===== src/rtl/memory_access_sequencer.sv =====
// Memory access sequencer: a Moore FSM that walks one load or store through the
// memory controller's mode sequence and reports completion, rd write-back or fault.
package memory_access_sequencer_pkg;

  typedef enum logic [1:0] {
    NOP           = 2'd0,
    LOAD          = 2'd1,
    STORE_PRELOAD = 2'd2,
    STORE         = 2'd3
  } MemoryMode_t;

endpackage

module memory_access_sequencer
  import memory_access_sequencer_pkg::*;
#(
  parameter bit FAULT_STICKY = 1'b1
) (
  input  logic        clock,
  input  logic        reset,
  input  logic        start,
  input  logic [6:0]  opcode,
  input  logic [2:0]  funct3In,
  input  logic        memoryUnalignedAccess,
  input  logic        memoryBadFunct3,
  output MemoryMode_t memoryMode,
  output logic [2:0]  funct3,
  output logic        busy,
  output logic        done,
  output logic        rdWriteEnable,
  output logic        fault,
  output logic [1:0]  faultCause
);

  localparam logic [6:0] OPC_LOAD  = 7'b0000011;
  localparam logic [6:0] OPC_STORE = 7'b0100011;

  typedef enum logic [2:0] {
    S_IDLE        = 3'd0,
    S_LOAD_READ   = 3'd1,
    S_LOAD_WB     = 3'd2,
    S_STORE_PRE   = 3'd3,
    S_STORE_WRITE = 3'd4,
    S_FAULT       = 3'd5
  } state_t;

  state_t     state_q;
  state_t     state_d;
  logic [2:0] funct3_q;
  logic [2:0] funct3_d;
  logic [1:0] fault_cause_q;
  logic [1:0] fault_cause_d;
  logic [1:0] err_cause_s;
  logic       err_s;

  // Bit 0 flags a misaligned address, bit 1 an unsupported access width.
  function automatic logic [1:0] encode_cause(input logic unaligned, input logic bad_funct3);
    return {bad_funct3, unaligned};
  endfunction

  assign err_cause_s = encode_cause(memoryUnalignedAccess, memoryBadFunct3);
  assign err_s       = |err_cause_s;

  // State register plus the captured funct3 and latched fault cause
  always_ff @(posedge clock or posedge reset) begin
    if (reset) begin
      state_q       <= S_IDLE;
      funct3_q      <= 3'd0;
      fault_cause_q <= 2'd0;
    end else begin
      state_q       <= state_d;
      funct3_q      <= funct3_d;
      fault_cause_q <= fault_cause_d;
    end
  end

  // Next-state logic; errors are only sampled before any write is committed
  always_comb begin
    state_d       = state_q;
    funct3_d      = funct3_q;
    fault_cause_d = fault_cause_q;
    case (state_q)
      S_IDLE: begin
        if (start && (opcode == OPC_LOAD)) begin
          state_d  = S_LOAD_READ;
          funct3_d = funct3In;
        end else if (start && (opcode == OPC_STORE)) begin
          state_d  = S_STORE_PRE;
          funct3_d = funct3In;
        end else begin
          state_d = S_IDLE;
        end
      end
      S_LOAD_READ: begin
        if (err_s) begin
          state_d       = S_FAULT;
          fault_cause_d = err_cause_s;
        end else begin
          state_d = S_LOAD_WB;
        end
      end
      S_LOAD_WB: begin
        state_d = S_IDLE;
      end
      S_STORE_PRE: begin
        if (err_s) begin
          state_d       = S_FAULT;
          fault_cause_d = err_cause_s;
        end else begin
          state_d = S_STORE_WRITE;
        end
      end
      S_STORE_WRITE: begin
        state_d = S_IDLE;
      end
      S_FAULT: begin
        if (FAULT_STICKY) begin
          state_d = S_FAULT;
        end else begin
          state_d = S_IDLE;
        end
      end
      default: begin
        state_d = S_IDLE;
      end
    endcase
  end

  // Moore output decode from the registered state only
  always_comb begin
    memoryMode    = NOP;
    busy          = 1'b1;
    done          = 1'b0;
    rdWriteEnable = 1'b0;
    fault         = 1'b0;
    case (state_q)
      S_IDLE: begin
        busy = 1'b0;
      end
      S_LOAD_READ: begin
        memoryMode = LOAD;
      end
      S_LOAD_WB: begin
        memoryMode    = LOAD;
        done          = 1'b1;
        rdWriteEnable = 1'b1;
      end
      S_STORE_PRE: begin
        memoryMode = STORE_PRELOAD;
      end
      S_STORE_WRITE: begin
        memoryMode = STORE;
        done       = 1'b1;
      end
      S_FAULT: begin
        fault = 1'b1;
      end
      default: begin
        busy = 1'b0;
      end
    endcase
  end

  assign funct3     = funct3_q;
  assign faultCause = fault_cause_q;

endmodule


===== config.mk =====
export PLATFORM = sky130hd
export DESIGN_NAME = memory_access_sequencer
export DESIGN_NICKNAME = d
export VERILOG_FILES = /design/src/rtl/memory_access_sequencer.sv
export SDC_FILE = /design/constraint.sdc
export NUM_CORES = 1
export LEC_CHECK = 0
export CAP_MARGIN = 20
export CORE_AREA = 2 2 39 41
export DETAILED_ROUTE_END_ITERATION = 8
export DIE_AREA = 0 0 41 43
export PLACE_DENSITY = 0.72
export SYNTH_ARGS = -nofsm -noshare
export SYNTH_HDL_FRONTEND = slang
export SYNTH_SLANG_ARGS = --single-unit

===== constraint.sdc =====
create_clock -name clock -period 1.87 [get_ports clock]
set_input_delay 0.374 -clock clock [delete_from_list [all_inputs] [get_ports clock]]
set_output_delay 0.374 -clock clock [all_outputs]
set_load 0.05 [all_outputs]

==> run summary, run 1 <==
most common library cells after synthesis - dfrtp_1, nand2_1
Setup Viol. Count Final - 0
Max Transition Viols Final - 0
clock latency at the later pin of the worst-skew pair - 0.24 ns
delay-heaviest family, CP - buffers and inverters
DRT Pass-1 Iters - 3
Nets - 90
internal power - 736 µW
total die area - 1760 µm²
Die Wd - 41 µm
R2R cell count - 3
gpl congestion - 0.679
asr flop ratio synth - 100%
first-pass GRT wire length - 1590 µm
Critical R2R Launch - state_q[2]
leakage - 0.355 nW
Initial Utilization - 33.4%
Synth Register Bits - 8
Crit. End Element - primary output
power share of the combinational group - 68.9%
ranking of synthesized cells by area - dfrtp_1, mux2_1, nand2_1
Synth Flop Type - dfrtp_1
status - finished, final reports clean
Post-Syn Instances - 47
Clk pwr share - 8.5%
CP Depth - 1
Synth Area per Inst - 9.82 µm²
TritonCTS clock tree - done
DR iter-0 viols - 1
Layout area overhead - 72.4%
drt wl/cell - 9.69 µm
post-layout min period - 1.76 ns
Slew Limit Headroom - 67.3%
Worst-path clk slew - 0.05 ns
Post-CTS Setup Bufs - 0
Chip Height - 43 µm
Global Route met2 Usage - 18.1%
post-synth net total - 62
Synth area leader - dfrtp_1
dpl hpwl - 734 µm
maximum clock path buffer count - 2
antenna diode instance count - 0
dpl cells - 86
Sw Share - 47.4%
R2R Setup Slk - 0.53 ns
Core Area - 1380 µm²
GR Util All Layers - 13.1%
clock sink count - 8
hold_buf cts - 0
Fin. Hold Viols - 0
RR Endpoint - funct3[0]
Std-Cell Rows - 14
WHS - 0.371 ns
Setup crit end - funct3[2]
GR Overflow Total - 0
sequential share of power - 22.5%
worst clock skew - 0.000676 ns
Worst path slowest cell - clkdlybuf4s50_1
layer with the highest usage - met1
Sw Pwr - 664 µW
number of global-route vias before repair - 373
CTS H-tree depth - 1
total CTS buffers - 3
Setup crit start kind - flop
layout cells sized above 1 - 20.5%
post-synth cell types - 21
Worst Path Arrival - 1.39 ns
final wirelength - 862 µm
worst stage delay on the critical path - 0.80 ns
GR Util met3 - 3.14%
Hold Crit Class - input pin to async pin
Buf/Inv on CP - 1
f_max - 568 MHz
max-cap viol count - 0
Crit Path Category - flop to primary output
grt met1 use - 19.8%
Worst Tran Pin Value - 0.490 ns
VDD IR max - 0.000775 V
CTS-repair resized insts - 0
post-synth top area share - 43.4%
vias - 391
post-route ant nets - 0
crit-path cells - clkdlybuf4s50_1
Yosys warning count - 0
CP Data Required Time - 1.50 ns
period utilisation layout - 94.1%
CP Launch Point - funct3[2]
Clock Tree Root - clkbuf_4
sequential area share after synthesis - 43.4%
number of remaining DRC errors - 0
Port Buffer Count - 25
IO Count - 26
initial antenna violation count - 0
Via density - 4.39
mapped cell area - 462 µm²
Finished Layout Cells - 89
largest net degree at the start of global routing - 12
RSZ-0062 raised after global routing - false
Post-synth EDFFs - 0
CP max FO - 2
PD cells - 1760 nW/µm²
## registers in the layout (all words and copies together), names as in the netlist
| name | flops |
|---|---|
| state_q | 3 |
| funct3 | 3 |
| faultCause | 2 |
## metal layers
layer  vias to the layer above  part of all wire [%]
met1                       164                    47
met2                        13                    48
li1                        214                     -
met4                         0                     0
met3                         0                   5.9
met5                         -                     0
## power by group through the flow
stage	clock [mW]	combinational (mW)	sequential, mW
final	0.120	0.965	0.316
after global placement	0	0.968	0.316
after CTS	0.128	0.975	0.315
after detailed placement	0	0.974	0.317
after global routing	0.140	1.02	0.331
after floorplan	0	0.499	0.372
## how the worst min path moves through the flow
stage | from | endpoint | depth (start not counted)
floorplan | reset | faultCause[0] | 1
global placement | funct3[1] | funct3[1] | 1
detailed placement | faultCause[1] | faultCause[1] | 1
CTS | reset | funct3[2] | 2
global route | reset | state_q[2] | 2
finish | reset | funct3[2] | 2
## cell families after synthesis
| group | count (synthesis) | share of synthesized area (%) |
|---|---|---|
| flip-flops | 8 | 43.4 |
| AO/OA/AOI/OAI | 9 | 12.7 |
| AND/OR/NAND/NOR | 19 | 25.7 |
| buffers and inverters | 6 | 7.05 |
| XOR/XNOR | 2 | 3.79 |
| multiplexers | 3 | 7.32 |
## cells in the final DEF, fill, tap and decap left out
master	Yosys	routed
a311oi_1	1	1
and3b_1	1	1
nor3b_1	1	1
nor4b_4	1	1
a21oi_1	3	3
nor2b_1	1	1
xnor2_1	2	2
buf_12	0	6
nor2_1	3	3
dfrtp_1	8	8
clkbuf_4	0	3
o21ai_0	2	2
nor3_1	1	1
o21a_1	1	1
a22o_1	2	2
mux2_1	3	3
nand3_2	1	1
buf_4	0	3
inv_1	3	3
nand2b_1	1	1
clkdlybuf4s50_1	0	17
nand2_1	8	8
nor3_2	1	1
## cell type report
type,instances,area (µm²)
Clock buffer,3,22.5
Sequential cell,8,200
Timing Repair Buffer,26,313
Fill cell,127,588
Inverter,3,11.3
Multi-Input combinational cell,33,229
Tap cell,16,20.0
## metrics by stage
step / total power, mW / cell area (µm²) / utilization, % / TNS [ns] / worst slack [ns]
after floorplan: 0.870 / 462 / - / -0.418 / -0.212
after global placement: 1.28 / 773 / 55.9 / 0 / 0.104
after detailed placement: 1.29 / 773 / 55.9 / 0 / 0.0980
after CTS: 1.42 / 796 / 57.5 / 0 / 0.0953
after global routing: 1.49 / 796 / 57.5 / 0 / 0.0335
final: 1.40 / 796 / 57.5 / 0 / 0.110
(Power assumes the default switching activity.)
==> run 2, diff against run 1 <==
Settings changed: CAP_MARGIN 20 to unset.
==> results of run 2 <==
Same layout as run 1: the final DEF is identical, and so are final timing and power.
